**config.mk**
```make
export PLATFORM = sky130hd
export DESIGN_NAME = output_load_sequencer
export DESIGN_NICKNAME = d
export VERILOG_FILES = /design/src/rtl/out_seq_pkg.sv /design/src/rtl/out_seq_skid.sv /design/src/rtl/output_load_sequencer.sv
export SDC_FILE = /design/constraint.sdc
export NUM_CORES = 1
export LEC_CHECK = 0
export ABC_AREA = 0
export ABC_CLOCK_PERIOD_IN_PS = 8550
export BUFFER_PORTS_ARGS = -buffer_cell sky130_fd_sc_hd__buf_2
export CAP_MARGIN = 5
export CORE_ASPECT_RATIO = 1.2
export CORE_MARGIN = 1.5
export CORE_UTILIZATION = 51
export CTS_CLUSTER_SIZE = 8
export DETAILED_ROUTE_END_ITERATION = 7
export MAX_ROUTING_LAYER = met4
export PLACE_DENSITY = 0.87
export SLEW_MARGIN = 20
export SYNTH_ARGS = -nofsm -noshare
export SYNTH_HDL_FRONTEND = slang
export SYNTH_SLANG_ARGS = --single-unit
```
**constraint.sdc**
```tcl
create_clock -name clk_i -period 8.55 [get_ports clk_i]
set_clock_uncertainty 0.05 [all_clocks]
set_input_delay 1.71 -clock clk_i [delete_from_list [all_inputs] [get_ports clk_i]]
set_output_delay 1.71 -clock clk_i [all_outputs]
set_load 0.02 [all_outputs]
```
**src/rtl/out_seq_pkg.sv**
```systemverilog
// Shared constants and FSM state type for the output load sequencer.
package out_seq_pkg;

  localparam logic [2:0] PIM_READ     = 3'b011;
  localparam logic [2:0] PIM_PARALLEL = 3'b101;
  localparam logic [2:0] PIM_RBR      = 3'b110;

  localparam int NUM_GROUPS_C = 32;

  typedef enum logic [2:0] {
    S_IDLE,
    S_ZP,
    S_CAPT,
    S_WAIT,
    S_LOAD,
    S_DRAIN,
    S_DONE
  } state_e;

  function automatic logic mode_legal(input logic [2:0] m);
    return (m == PIM_READ) || (m == PIM_PARALLEL) || (m == PIM_RBR);
  endfunction

endpackage

```
**src/rtl/out_seq_skid.sv**
```systemverilog
// Single-entry valid/ready output register; a new word may be captured while
// the held word is being consumed, so streaming runs at one word per cycle.
module out_seq_skid
  import out_seq_pkg::*;
(
  input  logic        clk_i,
  input  logic        rst_i,
  input  logic        clear_i,
  input  logic        capture_i,
  input  logic [31:0] data_i,
  input  logic        ready_i,
  output logic        valid_o,
  output logic [31:0] data_o,
  output logic        can_load_o
);

  logic        valid_d, valid_q;
  logic [31:0] data_d, data_q;

  always_comb begin
    valid_d = valid_q;
    data_d  = data_q;
    if (clear_i) begin
      valid_d = 1'b0;
    end else if (capture_i) begin
      valid_d = 1'b1;
      data_d  = data_i;
    end else if (ready_i) begin
      valid_d = 1'b0;
    end
  end

  always_ff @(posedge clk_i or posedge rst_i) begin
    if (rst_i) begin
      valid_q <= 1'b0;
      data_q  <= '0;
    end else begin
      valid_q <= valid_d;
      data_q  <= data_d;
    end
  end

  assign valid_o    = valid_q;
  assign data_o     = data_q;
  assign can_load_o = !valid_q || ready_i;

endmodule

```
**src/rtl/output_load_sequencer.sv**
```systemverilog
// Sequences the PIM output buffer: zero point, capture/latency wait, word
// streaming, done pulse. Optional stall counter under OUT_SEQ_PERF_CNT_EN.
//   state  | meaning
//   IDLE   | waiting for start
//   ZP     | one-cycle zero-point strobe
//   CAPT   | one-cycle READ-mode capture strobe
//   WAIT   | processing latency down-count
//   LOAD   | loading buffer words into the output register
//   DRAIN  | waiting for the final word to be accepted
//   DONE   | done pulse (PARALLEL/RBR only)
module output_load_sequencer
  import out_seq_pkg::*;
#(
  parameter int PROC_LAT   = 4,
  parameter int NUM_GROUPS = NUM_GROUPS_C
) (
  input  logic        clk_i,
  input  logic        rst_i,
  input  logic        start_i,
  input  logic [2:0]  mode_i,
  input  logic [8:0]  col_addr_i,
  input  logic        zp_req_i,
  input  logic [31:0] zp_data_i,
  input  logic        abort_i,
  input  logic [31:0] buf_data_i,
  output logic [2:0]  before_load_mode_o,
  output logic        read_mode_buf_w_en_o,
  output logic [8:0]  col_addr9_o,
  output logic        load_en_o,
  output logic [4:0]  load_cnt_o,
  output logic        zp_en_o,
  output logic [31:0] zp_data_o,
  output logic        output_processing_done_o,
  output logic        out_valid_o,
  output logic [31:0] out_data_o,
  input  logic        out_ready_i,
  output logic        busy_o,
  output logic        err_o,
  output logic [15:0] stall_cnt_o
);

  state_e      state_d, state_q;
  logic [2:0]  mode_q;
  logic [8:0]  col_q;
  logic [31:0] zp_q;
  logic [4:0]  load_cnt_q;
  logic [5:0]  wcnt_q;
  logic [3:0]  wait_q;
  logic        err_q;
  logic        start_ok, abort_act, can_load;

  assign start_ok  = (state_q == S_IDLE) && start_i && mode_legal(mode_i);
  assign abort_act = abort_i && (state_q != S_IDLE);

  always_ff @(posedge clk_i or posedge rst_i) begin
    if (rst_i) state_q <= S_IDLE;
    else       state_q <= state_d;
  end

  always_comb begin
    state_d = state_q;
    unique case (state_q)
      S_IDLE:  if (start_ok)
                 state_d = zp_req_i ? S_ZP : ((mode_i == PIM_READ) ? S_CAPT : S_WAIT);
      S_ZP:    state_d = (mode_q == PIM_READ) ? S_CAPT : S_WAIT;
      S_CAPT:  state_d = S_LOAD;
      S_WAIT:  if (wait_q == 4'd0) state_d = S_LOAD;
      S_LOAD:  if (load_en_o && (wcnt_q == 6'd1)) state_d = S_DRAIN;
      S_DRAIN: if (!out_valid_o || out_ready_i) state_d = S_DONE;
      S_DONE:  state_d = S_IDLE;
      default: state_d = S_IDLE;
    endcase
    if (abort_act) state_d = S_IDLE;
  end

  always_comb begin
    busy_o                   = (state_q != S_IDLE);
    zp_en_o                  = (state_q == S_ZP);
    read_mode_buf_w_en_o     = (state_q == S_CAPT);
    load_en_o                = (state_q == S_LOAD) && !abort_i && can_load;
    output_processing_done_o = (state_q == S_DONE) && (mode_q != PIM_READ);
  end

  always_ff @(posedge clk_i or posedge rst_i) begin
    if (rst_i) begin
      mode_q     <= '0;
      col_q      <= '0;
      zp_q       <= '0;
      load_cnt_q <= '0;
      wcnt_q     <= '0;
      wait_q     <= '0;
      err_q      <= 1'b0;
    end else begin
      err_q <= (state_q == S_IDLE) && start_i && !mode_legal(mode_i);
      if (start_ok) begin
        mode_q     <= mode_i;
        col_q      <= col_addr_i;
        zp_q       <= zp_data_i;
        load_cnt_q <= 5'd31;
        wcnt_q     <= (mode_i == PIM_READ) ? 6'd1 : 6'(NUM_GROUPS);
        wait_q     <= 4'(PROC_LAT - 1);
      end else begin
        if (state_q == S_WAIT && wait_q != 4'd0) wait_q <= wait_q - 4'd1;
        // load_cnt wraps 0 -> 31 naturally in 5 bits
        if (load_en_o) begin
          load_cnt_q <= load_cnt_q - 5'd1;
          wcnt_q     <= wcnt_q - 6'd1;
        end
      end
    end
  end

  out_seq_skid u_skid (
    .clk_i      (clk_i),
    .rst_i      (rst_i),
    .clear_i    (abort_act),
    .capture_i  (load_en_o),
    .data_i     (buf_data_i),
    .ready_i    (out_ready_i),
    .valid_o    (out_valid_o),
    .data_o     (out_data_o),
    .can_load_o (can_load)
  );

  assign before_load_mode_o = mode_q;
  assign col_addr9_o        = col_q;
  assign zp_data_o          = zp_q;
  assign load_cnt_o         = load_cnt_q;
  assign err_o              = err_q;

`ifdef OUT_SEQ_PERF_CNT_EN
  logic [15:0] stall_q;
  always_ff @(posedge clk_i or posedge rst_i) begin
    if (rst_i)                                         stall_q <= '0;
    else if (start_ok)                                 stall_q <= '0;
    else if (out_valid_o && !out_ready_i && stall_q != 16'hFFFF) stall_q <= stall_q + 16'd1;
  end
  assign stall_cnt_o = stall_q;
`else
  assign stall_cnt_o = '0;
`endif

endmodule

```
Yosys cells after proc, flatten, opt, wreduce, memory -nomap -nowiden
Cells that the tools add are included.

Bits in registers: 96. Latch bits: 0. Bits in writable memories: 0. Bits in read-only memories: 0. Memories: 0.

Add/sub/neg operators: 3. Multiply operators: 0. Div/mod/pow operators: 0. Order comparisons: 0. Equality and inequality tests: 16. Shifts and indexed selects: 0. Multiplexer cells: 19. Bitwise logic cells: 1. Reductions and logical operators: 24.

Operators with widths (number): $mux 6 (3); $pmux 3 s6 (1); $eq 3x3->1 const B (5); $mux 3 (5); $eq 3x2->1 const B (4); $ne 3x3->1 const B (4); $mux 5 (2); $logic_and 1x1->1 (9); $mux 4 (2); $eq 6x1->1 const B (1); $reduce_bool 3->1 (2); $sub 6x1->6 const B (1); $mux 1 (5); $sub 5x1->5 const B (1); $logic_not 4->1 (1); $reduce_and 4->1 (1); $reduce_bool 2->1 (2); $reduce_bool 4->1 (1); $sub 4x1->4 const B (1); $eq 3x1->1 const B (1); $logic_not 1->1 (3); $logic_not 3->1 (1); $logic_or 1x1->1 (3); $ne 3x2->1 const B (1); 3 further kinds (3).

Depth between registers and ports, before layout
Word-level depth: 7. Mapped depth: 8.

Modules after synthesis
From an unflattened synthesis, not the netlist that was laid out.

Cell total of the unflattened synthesis: 317. Area, all modules: 4413.0 um^2.

Modules (own cells, without submodules): output_load_sequencer (times used 1, cells an instance 243, area each 3010.4 um^2, seq. area each 1576.5 um^2); out_seq_skid (times used 1, cells an instance 74, area each 1402.6 um^2, seq. area each 825.8 um^2).

Worst setup path before layout
OpenSTA, ideal clock, no wires.

Path type: input port to output port. Start: in abort_i. End: out load_en_o. Arrival: 2529 ps. Data required time: 6790 ps. Setup slack: 4261 ps. Cell stages on the path: 4. Buffers on the path: 1. Cells stage by stage: and2b_1 -> nand3_1 -> inv_1 -> clkbuf_1.

Word-level cells in the longest chain between the ends: 3.

RTL lines: start: declaration (RTL line output_load_sequencer.sv:24) `input logic abort_i,`; $logic_not 1->1 (RTL line output_load_sequencer.sv:80) `load_en_o = (state_q == S_LOAD) && !abort_i && can_load;`; $logic_and 1x1->1 (2 in series) (RTL line output_load_sequencer.sv:80); end: declaration (RTL line output_load_sequencer.sv:29) `output logic load_en_o,`.

Every way passes these cells.

Worst setup path after layout
Same ends and word-level chain as after synthesis.

==> impl_metrics.tcl <==
set metrics [dict create \
    status "finished, violations left" \
    violations "design-rule violations" \
    cts_buffers 9 \
    worstHoldEndpoint "u_skid.data_o[21]$_DFFE_PP0P_" \
    cap_violations 0 \
    synth_top_cell_by_area "dfrtp_1" \
    ios 186 \
    post_cts_resized 0 \
    arrival_ns 3.28 \
    ctsRootBufferMaster "clkbuf_8" \
    fin_util_pct 66.8 \
    worstMarginPinSlew_ns 1.05 \
    final_common_cell "buf_2" \
    muxShareOfSynthArea_pct 12.0 \
    fmax_mhz 198 \
    ant_nets 0 \
    gp_congestion 0.818 \
    dpl.hpwl_um 6450 \
    rows 35 \
    first_global_vias 3188 \
    leakage_nw 2.77 \
    syn-cell-area_mm2 0.00413 \
    syn_inst 378 \
    core_area_mm2 0.00775 \
    diodes 0 \
    finalSetupViolCount 0 \
    synthDistinctLibCells 42 \
    layout_min_cycle_time_ns 5.04 \
    hold_viol 0 \
    synth_simple_gate_area_share_pct 16.8 \
    peakVddDrop_mv 0.174 \
    synth_seq_area_share_pct 58.1 \
    grt_pass1_wl_um 14400 \
    ys_top_cells_by_area "dfrtp_1 (58%), mux2_2 (11%), nand2_1 (9.7%)" \
    routed_wl_um 8810 \
    viasPerCell 5.04 \
    hold_depth 2 \
    path_class "input pin to output port" \
    synth_top_area_share_pct 58.1 \
    cts.sinks 96 \
    clkTransAtPathRegs_ns 0.10 \
    vias 3233 \
    nFillCells 596 \
    clkLatencyLatePin_ns 0.35 \
    path_buf_inv 4 \
    grt_max_degree 62 \
    cts.path.max_buffers 2 \
    slowest_delay_ns 0.49 \
    maxSlewHeadroom_pct 30.0 \
    rsz0062_at_grt "false" \
    grt-ovfl-total 0 \
    antenna_found_initial 0 \
    crit_fanout 39 \
    die_w_um 85.2 \
    holdBufCountCts 0 \
    maxSlewViolCount 0 \
    worst_hold_slack_ns 0.430 \
    crit_chain "buf_2 -> and2b_1 -> nand3_1 -> buf_4 -> inv_2 -> buf_2" \
    cts_setup_buffers 0 \
    ys_ff_latch 96 \
    grt_usage_pct 21.4 \
    ys_warn_count 0 \
    final_cell_mix "buf_2 (169), nand2_1 (107), dfrtp_1 (96)" \
    cp_top_family "buffers and inverters" \
    die_h_um 102 \
    path_depth 6 \
    drc 16 \
    rr_startpoint "state_q[0]$_DFFE_PP0P_" \
    htree_levels 3 \
    worstReg2RegEnd "col_addr9_o[2]$_DFFE_PP0P_" \
    avgSynthCellArea_um2 10.9 \
    fin_setup_tns_ns 0 \
    synth_compound_area_share_pct 4.12 \
    min_path_type "flop to flop" \
    hold_path_startpoint "u_skid.data_o[21]$_DFFE_PP0P_" \
    syn_to_final_growth_pct 25.2 \
    drtIter0Drc 215 \
    required_ns 6.79 \
    initial_core_util_pct 53.3 \
    io_buffers 169 \
    worst-r2r-cell-count 4 \
    synth-xor-area-share_pct 1.48 \
    synth_top_family_by_area "simple AND/OR/NAND/NOR gates" \
    cp-start-kind "input pin" \
    layout-drive-gt1-share_pct 42.0 \
    drt_pre_antenna_iters 6 \
    critPathMostFrequentCell "buf_2" \
    cts_tree "done" \
    num-nets-final 632 \
    r2r_slack_ns 6.01 \
    yosys.area_share.adder_pct 1.51 \
    slowest_stage "inv_2" \
    pwr_density_cell_mw_per_mm2 365 \
    routedWlPerCell_um 13.7 \
    die_area_mm2 0.00866 \
    fin_crit_sh_pct 59.0 \
    cp-end-kind "output port" \
]
==> sequential cells by signal (all words and copies together), names as in the netlist <==
register            flops
u_skid.valid_o          1
state_q                 3
before_load_mode_o      3
load_cnt_o              5
u_skid.data_o          32
col_addr9_o             9
err_o                   1
wcnt_q                  6
wait_q                  4
zp_data_o              32
==> worst reg2reg max path, stage by stage, from the launching register on <==
cell and delay, ns:
dfrtp_1 0.53, nor3_2 0.34, nand2_1 0.13, and2b_2 0.93, mux2_2 0.44
==> Yosys cell counts <==
library cell	count
a211o_1	1
buf_4	19
o21ai_0	5
and3_1	1
nor2_1	16
nor2b_1	4
nand2_1	107
inv_1	9
ha_1	5
nand4_1	5
o31a_1	1
nor3b_1	2
o22ai_1	2
nand3_1	5
and2b_1	2
or3b_2	1
or4_1	3
nor3_1	7
nor3_2	1
dfrtp_1	96
mux2i_1	1
xor2_1	5
buf_1	1
buf_6	2
a21o_1	1
a211oi_1	1
nand2b_1	5
buf_2	6
mux2_2	39
o32ai_1	1
clkbuf_1	3
a22oi_1	2
and3b_1	1
a21oi_1	4
mux2_1	4
xnor2_1	2
o211ai_1	2
a221o_1	1
conb_1	1
o31ai_1	2
o221ai_1	1
o21a_1	1
==> layer usage <==
layer  share of wire, %  track usage, %
met1                 40            25.5
met2                 52            37.1
met3                6.9            3.67
met4                1.0            7.06
met5                  0               -
==> where the power goes <==
| part | leakage [nW] | internal, mW | switching, mW |
|---|---|---|---|
| Clock | 0.0933 | 0.119 | 0.160 |
| Sequential | 1.17 | 0.659 | 0.127 |
| Combinational | 1.51 | 0.320 | 0.505 |
| Total | 2.77 | 1.10 | 0.792 |
==> through the flow <==
| stage | setup slack (ns) | instance area [um2] | total power [mW] | std cells |
|---|---|---|---|---|
| after floorplan | 4.26 | 4190 | 1.34 | 393 |
| after global placement | 3.15 | 4960 | 1.58 | 625 |
| after global routing | 3.33 | 5180 | 2.02 | 642 |
| final | 3.51 | 5180 | 1.89 | 642 |
| after CTS | 3.11 | 5180 | 1.91 | 642 |
| after detailed placement | 3.11 | 4990 | 1.63 | 626 |
==> worst max path at each step <==
stage             from   endpoint  slack (ns)
2_1_floorplan  abort_i  load_en_o        4.26
3_3_place_gp   abort_i  load_en_o        3.15
3_5_place_dp   abort_i  load_en_o        3.11
4_1_cts        abort_i  load_en_o        3.11
5_1_grt        abort_i  load_en_o        3.33
6_report       abort_i  load_en_o        3.51
==> cell families after synthesis <==
logic type,Yosys count
buffers and inverters,40
adders and majority gates,5
and+or+nand+nor,160
AOI/OAI and AO/OA,25
other,1
muxes,44
DFF,96
xor gates and xnor gates,7
==> final cells by class <==
| type | instances | area [um2] | area share [%] |
|---|---|---|---|
| Clock buffer | 11 | 141 | 2.73 |
| Clock inverter | 5 | 50.0 | 0.967 |
| Inverter | 9 | 35.0 | 0.677 |
| Multi-Input combinational cell | 257 | 1550 | 29.8 |
| Sequential cell | 96 | 2400 | 46.4 |
| Tap cell | 92 | 115 | 2.22 |
| Timing Repair Buffer | 172 | 888 | 17.2 |
No activity file was read; power rests on OpenSTA's default activity.
